<file path="src/rtl/prog_dumper_pkg.sv">
// Shared definitions for the program dumper: address width, UART frame constants,
// FSM state encoding and the checksum trailer helper.
package prog_dumper_pkg;

    localparam int unsigned ADR_W           = 21;
    localparam int unsigned FRAME_BITS      = 10;   // start + 8 data + stop
    localparam logic        UART_START      = 1'b0;
    localparam logic        UART_STOP       = 1'b1;
    localparam int unsigned DEFAULT_CLK_DIV = 104;  // 12 MHz / 115200

    typedef logic [ADR_W-1:0] adr_t;

    typedef enum logic [2:0] {
        StIdle,
        StRead,
        StWaitCts,
        StSend,
        StSum
    } state_t;

    // Trailer byte chosen so that the sum of all data bytes plus the trailer is 0 mod 256.
    function automatic logic [7:0] sum_trailer(input logic [7:0] sum);
        return 8'd0 - sum;
    endfunction

endpackage

</file>
<file path="src/rtl/prog_dumper_if.sv">
// Host/memory side signals of the program dumper.
//   master: the dumper (drives adr, read, tx, busy, done)
//   slave : the surrounding system (drives start, start_adr, last_adr, cts_in, din)
interface prog_dumper_if;
    import prog_dumper_pkg::*;

    logic       start;
    adr_t       start_adr;
    adr_t       last_adr;
    logic       cts_in;
    logic [7:0] din;
    adr_t       adr;
    logic       read;
    logic       tx;
    logic       busy;
    logic       done;

    modport master (
        input  start, start_adr, last_adr, cts_in, din,
        output adr, read, tx, busy, done
    );

    modport slave (
        output start, start_adr, last_adr, cts_in, din,
        input  adr, read, tx, busy, done
    );

endinterface

</file>
<file path="src/rtl/prog_dumper_uart_tx_core.sv">
// UART 8N1 transmitter core.
//   clk, n_reset : clock, asynchronous active-low reset
//   load         : start a frame with data (ignored while a frame is in flight)
//   data         : byte to send, LSB first
//   ready        : high whenever no frame is in flight; rises the cycle after the
//                  stop bit completes
//   tx           : registered serial output, idles high
module uart_tx_core
    import prog_dumper_pkg::*;
#(
    parameter int unsigned CLK_DIV = DEFAULT_CLK_DIV
) (
    input  logic       clk,
    input  logic       n_reset,
    input  logic       load,
    input  logic [7:0] data,
    output logic       ready,
    output logic       tx
);

    localparam logic [15:0] BAUD_LAST = 16'(CLK_DIV - 1);
    localparam logic [3:0]  BIT_LAST  = 4'(FRAME_BITS - 1);

    logic        active_q;
    logic [9:0]  shift_q;
    logic [3:0]  bit_q;
    logic [15:0] baud_q;
    logic        tx_q;

    always_ff @(posedge clk or negedge n_reset) begin
        if (!n_reset) begin
            active_q <= 1'b0;
            shift_q  <= '1;
            bit_q    <= '0;
            baud_q   <= '0;
            tx_q     <= UART_STOP;
        end else if (!active_q) begin
            if (load) begin
                active_q <= 1'b1;
                shift_q  <= {UART_STOP, data, UART_START};
                tx_q     <= UART_START;
                bit_q    <= '0;
                baud_q   <= '0;
            end
        end else if (baud_q == BAUD_LAST) begin
            baud_q <= '0;
            if (bit_q == BIT_LAST) begin
                active_q <= 1'b0;
                tx_q     <= UART_STOP;
            end else begin
                bit_q   <= bit_q + 4'd1;
                // shift_q[0] is the bit on the line; shift_q[1] is the next one.
                shift_q <= {UART_STOP, shift_q[9:1]};
                tx_q    <= shift_q[1];
            end
        end else begin
            baud_q <= baud_q + 16'd1;
        end
    end

    assign ready = ~active_q;
    assign tx    = tx_q;

endmodule

</file>
<file path="src/rtl/prog_dumper.sv">
// Program dumper: reads memory from start_adr to last_adr (inclusive, wrapping at
// 2^21) and streams each byte out on UART TX, optionally followed by a checksum byte.
//   clk, n_reset : clock, asynchronous active-low reset
//   bus          : prog_dumper_if.master (start/range/cts/din in; adr/read/tx/busy/done out)
module prog_dumper
    import prog_dumper_pkg::*;
#(
    parameter int unsigned CLK_DIV   = DEFAULT_CLK_DIV,
    parameter int unsigned READ_WAIT = 2,
    parameter bit          SEND_SUM  = 1'b1
) (
    input logic           clk,
    input logic           n_reset,
    prog_dumper_if.master bus
);

    localparam logic [3:0] WAIT_LAST = 4'(READ_WAIT - 1);

    state_t     state_q, state_d;
    adr_t       adr_q, adr_d;
    adr_t       last_q, last_d;
    logic [7:0] sum_q, sum_d;
    logic [7:0] data_q, data_d;
    logic [3:0] wait_q, wait_d;
    logic       sum_phase_q, sum_phase_d;  // the frame in flight is the checksum

    logic       load;
    logic [7:0] tx_byte;
    logic       tx_ready;
    logic       done;

    uart_tx_core #(
        .CLK_DIV(CLK_DIV)
    ) u_tx (
        .clk    (clk),
        .n_reset(n_reset),
        .load   (load),
        .data   (tx_byte),
        .ready  (tx_ready),
        .tx     (bus.tx)
    );

    always_ff @(posedge clk or negedge n_reset) begin
        if (!n_reset) begin
            state_q     <= StIdle;
            adr_q       <= '0;
            last_q      <= '0;
            sum_q       <= '0;
            data_q      <= '0;
            wait_q      <= '0;
            sum_phase_q <= 1'b0;
        end else begin
            state_q     <= state_d;
            adr_q       <= adr_d;
            last_q      <= last_d;
            sum_q       <= sum_d;
            data_q      <= data_d;
            wait_q      <= wait_d;
            sum_phase_q <= sum_phase_d;
        end
    end

    always_comb begin
        state_d     = state_q;
        adr_d       = adr_q;
        last_d      = last_q;
        sum_d       = sum_q;
        data_d      = data_q;
        wait_d      = wait_q;
        sum_phase_d = sum_phase_q;
        load        = 1'b0;
        tx_byte     = data_q;
        done        = 1'b0;

        unique case (state_q)
            StIdle: begin
                if (bus.start) begin
                    adr_d       = bus.start_adr;
                    last_d      = bus.last_adr;
                    sum_d       = '0;
                    wait_d      = '0;
                    sum_phase_d = 1'b0;
                    state_d     = StRead;
                end
            end
            StRead: begin
                if (wait_q == WAIT_LAST) begin
                    data_d  = bus.din;
                    sum_d   = sum_q + bus.din;
                    state_d = StWaitCts;
                end else begin
                    wait_d = wait_q + 4'd1;
                end
            end
            StWaitCts: begin
                if (bus.cts_in) begin
                    load    = 1'b1;
                    state_d = StSend;
                end
            end
            StSend: begin
                // tx_ready in this state means the frame just finished its stop bit.
                if (tx_ready) begin
                    if (sum_phase_q) begin
                        done    = 1'b1;
                        state_d = StIdle;
                    end else if (adr_q != last_q) begin
                        adr_d   = adr_q + adr_t'(1);
                        wait_d  = '0;
                        state_d = StRead;
                    end else if (SEND_SUM) begin
                        data_d      = sum_trailer(sum_q);
                        sum_phase_d = 1'b1;
                        // This cycle doubles as the first cts check for the trailer.
                        if (bus.cts_in) begin
                            load    = 1'b1;
                            tx_byte = sum_trailer(sum_q);
                        end else begin
                            state_d = StSum;
                        end
                    end else begin
                        done    = 1'b1;
                        state_d = StIdle;
                    end
                end
            end
            StSum: begin
                if (bus.cts_in) begin
                    load    = 1'b1;
                    state_d = StSend;
                end
            end
            default: state_d = StIdle;
        endcase
    end

    assign bus.adr  = adr_q;
    assign bus.read = (state_q == StRead);
    assign bus.busy = (state_q != StIdle) && !done;
    assign bus.done = done;

endmodule
</file>
<file path="src/flat_wrapper.sv">
// flat-port wrapper written by rule: the top's interface ports become plain ports
module prog_dumper_flat import prog_dumper_pkg::*;
#(
    parameter int unsigned CLK_DIV   = DEFAULT_CLK_DIV,
    parameter int unsigned READ_WAIT = 2,
    parameter bit          SEND_SUM  = 1'b1
)
  (clk, n_reset, bus_start, bus_start_adr, bus_last_adr, bus_cts_in, bus_din, bus_adr, bus_read, bus_tx, bus_busy, bus_done);
  prog_dumper_if bus_i ();
  input logic clk;
  input logic n_reset;
  input wire logic [$bits(bus_i.start)-1:0] bus_start;
  input wire logic [$bits(bus_i.start_adr)-1:0] bus_start_adr;
  input wire logic [$bits(bus_i.last_adr)-1:0] bus_last_adr;
  input wire logic [$bits(bus_i.cts_in)-1:0] bus_cts_in;
  input wire logic [$bits(bus_i.din)-1:0] bus_din;
  output wire logic [$bits(bus_i.adr)-1:0] bus_adr;
  output wire logic [$bits(bus_i.read)-1:0] bus_read;
  output wire logic [$bits(bus_i.tx)-1:0] bus_tx;
  output wire logic [$bits(bus_i.busy)-1:0] bus_busy;
  output wire logic [$bits(bus_i.done)-1:0] bus_done;
  assign bus_i.start = bus_start;
  assign bus_i.start_adr = bus_start_adr;
  assign bus_i.last_adr = bus_last_adr;
  assign bus_i.cts_in = bus_cts_in;
  assign bus_i.din = bus_din;
  assign bus_adr = bus_i.adr;
  assign bus_read = bus_i.read;
  assign bus_tx = bus_i.tx;
  assign bus_busy = bus_i.busy;
  assign bus_done = bus_i.done;
  prog_dumper #(.CLK_DIV(CLK_DIV), .READ_WAIT(READ_WAIT), .SEND_SUM(SEND_SUM)) u_core (.clk(clk), .n_reset(n_reset), .bus(bus_i));
endmodule
</file>
<file path="config.mk">
export PLATFORM = sky130hd
export DESIGN_NAME = prog_dumper_flat
export DESIGN_NICKNAME = d
export VERILOG_FILES = /design/src/rtl/prog_dumper_pkg.sv /design/src/rtl/prog_dumper_if.sv /design/src/rtl/prog_dumper_uart_tx_core.sv /design/src/rtl/prog_dumper.sv /design/src/flat_wrapper.sv
export SDC_FILE = /design/constraint.sdc
export NUM_CORES = 1
export LEC_CHECK = 0
export ABC_AREA = 1
export CAP_MARGIN = 20
export CORE_ASPECT_RATIO = 1.4
export CORE_MARGIN = 5
export CORE_UTILIZATION = 55
export CTS_BUF_LIST = sky130_fd_sc_hd__clkbuf_8
export CTS_CLUSTER_DIAMETER = 200
export DETAILED_ROUTE_END_ITERATION = 8
export GPL_TIMING_DRIVEN = 0
export PLACE_DENSITY = 0.8
export SETUP_SLACK_MARGIN = 0.5
export SYNTH_ARGS = -nofsm -noshare
export SYNTH_HDL_FRONTEND = slang
export SYNTH_HIERARCHICAL = 1
export SYNTH_SLANG_ARGS = --single-unit
</file>
<file path="constraint.sdc">
create_clock -name clk -period 3.61 [get_ports clk]
set_clock_uncertainty 0.1 [all_clocks]
set_input_delay 0.722 -clock clk [delete_from_list [all_inputs] [get_ports clk]]
set_output_delay 0.722 -clock clk [all_outputs]
set_load 0.05 [all_outputs]
</file>
==> run metrics <==
die width 101 µm; Overflow after GRT 0; Seq/Total Area, Yosys 38.0%; drt first pass iters 5; fin crit share 82.2%; n_diodes 0; Placed Area 0.00734 mm²; f_max 337 MHz; clk slew on worst S/H paths 0.09 ns; syn nets 956; GP Congestion 0.991; share of cells above drive strength 1 10.9%; startpoint types register; Post-Route WL 16.6 mm; pin count of the biggest net entering global routing 55; wire per inst 14.7 µm; Reg power frac 33.3%; P_sw 0.00304 W; Synth Instances 887; HPWL after DPL 12.5 mm; die height 137 µm; FP Rows 46; Post-route DRC 0; Pleak 3.75 nW; Worst Setup End Kind output port; number of setup buffers added after CTS 0; first-pass GRT wire length 27.0 mm; hold buffer count at CTS 0; initial antenna violation count 0; EDFF count, synth 0; leading cell types by count after synthesis 309 x nand2_1, 87 x dfrtp_1, 82 x nor2_1; number of setup violations in the final report 0; non-filler cells, final 1126; Synth top area share 34.3%; post-synth top area cell dfrtp_1; Period minus WS final 2.97 ns; total die area 0.0138 mm²; placed cells 1110; via/cell ratio 5.35; Post-DRT Antenna Nets 0; Core Area 0.0113 mm²; pwr dens 817 mW/mm²; # IOs 79; CTS resizes 8; utilization after layout 66.6%; total CTS buffers 9; critical path class register to output port; worst skew pair latency 0.38 ns; Distinct cells, synth 45; Seq cells post-synth 96; Total Routing Usage GR 24.7%; worst vdd ir 0.000618 V; Starting Density 56.0%; run status complete, no violations; Slew Viols, Final 0; Hold Fails Final Rpt 0; clock buffer depth 2; post-synthesis area per instance 7.16 µm²; CTS tree built; Root Buffer clkbuf_8; Reg2Reg Setup Slack 0.88 ns; Max Cap Viol 0; type of the tightest min-delay check input pin to async pin; I/O Buffers 78; post-layout instance area 0.00755 mm²; Mapped Area 0.00635 mm²; H-tree depth 3; Most used DFF post-synth dfrtp_1; Max FO, Critical Path 10; Worst-Margin Slew 0.578 ns; internal power 0.00313 W; relative slew slack 61.5%; DR iter-0 viols 314; Worst Path Required 2.79 ns; via count 6020; Power Total 0.00617 W; clock power share 11.9%; fin nets 1046; vias in the first global route 5767; Sw Share 49.3%; area grow syn2layout 18.9%; unrepaired setup endpoints after global routing no; most numerous cell in the Yosys netlist nand2_1; Worst Path Arrival 2.15 ns; combinational fraction of design power 54.8%; YS warnings 6; main area contributors after synthesis dfrtp_1 34%, nand2_1 18%, nor2_1 4.8%, inv_1 4.8%, nand3_1 4.6%; TritonCTS Sinks 96; Async S/R FF share, synth 100%
[sequential cells by signal, summed over array words and instances, names as in the netlist]
register              count
u_core/u_tx/baud_q       16
u_core/last_q            21
u_core/u_tx/shift_q       8
u_core/data_q             8
u_core/wait_q             4
u_core/u_tx/bit_q         4
u_core/sum_phase_q        1
u_core/bus.adr           21
u_core/sum_q              8
u_core/u_tx/tx            1
u_core/state_q            3
u_core/u_tx/active_q      1
[per-layer routing]
layer  wire length (µm)  part of all wire (%)  GRT usage [%]  vias to the layer above
met4                502                   3.0           10.6                        0
met2               8590                    52           43.7                      175
met1               6710                    41           29.0                     2770
met5                  0                     0              0                        -
li1                   -                     -              -                     3039
met3                762                   4.6           4.23                       36
[layout by cell type (no fill, tap or decap), types with 4 or more instances in the layout]
cell type | Yosys | routed
a21boi_0 | 5 | 5
a21oi_1 | 27 | 27
buf_2 | 14 | 15
clkbuf_1 | 5 | 4
clkbuf_8 | 0 | 11
clkdlybuf4s50_1 | 0 | 75
dfrtp_1 | 87 | 87
dfstp_2 | 9 | 9
ha_1 | 14 | 14
inv_1 | 81 | 84
inv_2 | 10 | 10
mux2i_1 | 6 | 6
nand2_1 | 309 | 309
nand2_2 | 13 | 13
nand3_1 | 58 | 58
nand4_1 | 34 | 34
nor2_1 | 82 | 82
nor2_2 | 5 | 5
nor2_4 | 4 | 4
nor3_1 | 9 | 8
o21ai_0 | 27 | 27
o21ai_1 | 12 | 12
o21ai_2 | 10 | 10
o22ai_1 | 7 | 7
xnor2_1 | 8 | 8
xor2_1 | 15 | 15
[path summary, 6_finish.rpt]
check,startpoint,end,cells after the start
setup / recovery,u_core/state_q[0],bus_busy,8
hold / removal,n_reset,u_core/u_tx/baud_q[10],1
setup reg to reg,u_core/bus.adr[12],u_core/u_tx/shift_q[5],15
hold reg to reg,u_core/u_tx/shift_q[3],u_core/u_tx/shift_q[3],2
max in group asynchronous,n_reset,u_core/u_tx/shift_q[5],2
min in group clk,u_core/u_tx/shift_q[3],u_core/u_tx/shift_q[3],2
[power groups by stage]
stage / sequential [W] / clock (W) / combinational, W
global placement: 0.00205 / 0 / 0.00329
CTS: 0.00205 / 0.000746 / 0.00336
finish: 0.00206 / 0.000733 / 0.00338
floorplan: 0.00234 / 0 / 0.00212
detailed placement: 0.00206 / 0 / 0.00336
global route: 0.00213 / 0.000787 / 0.00375
[through the flow]
step	setup TNS, ns	hold WS [ns]	setup slack [ns]
5_1_grt	0	0.271	0.525
3_5_place_dp	0	0.356	0.455
6_report	0	0.236	0.641
4_1_cts	0	0.252	0.500
2_1_floorplan	0	0.326	0.617
3_3_place_gp	-178.40	0.352	-1.98
[critical path: stages (launching register included)]
cell             delay [ns]
dfrtp_1                0.41
inv_2                  0.08
or2_4                  0.26
nor2_8                 0.12
inv_2                  0.11
buf_2                  0.21
nor3_4                 0.18
nor2_1                 0.06
clkdlybuf4s15_2        0.33
[logic make-up after synthesis]
logic type / count (synthesis) / synth area share (%)
buffers and inverters: 117 / 8.18
DFF: 96 / 38.0
and+or+nand+nor: 529 / 37.0
AOI/OAI and AO/OA: 98 / 9.14
xor gates and xnor gates: 23 / 3.17
adders and majority gates: 15 / 3.07
muxes: 9 / 1.48
[area by class of cell]
type,count,area (µm²)
fill,989,3790
multi-input combinational,674,3430
sequential,96,2410
timing repair buffer,79,802
inverter,91,342
buffer,26,181
tap,144,180
clock buffer,11,151
clock inverter,5,48.8
No activity file was read; power rests on OpenSTA's default activity.
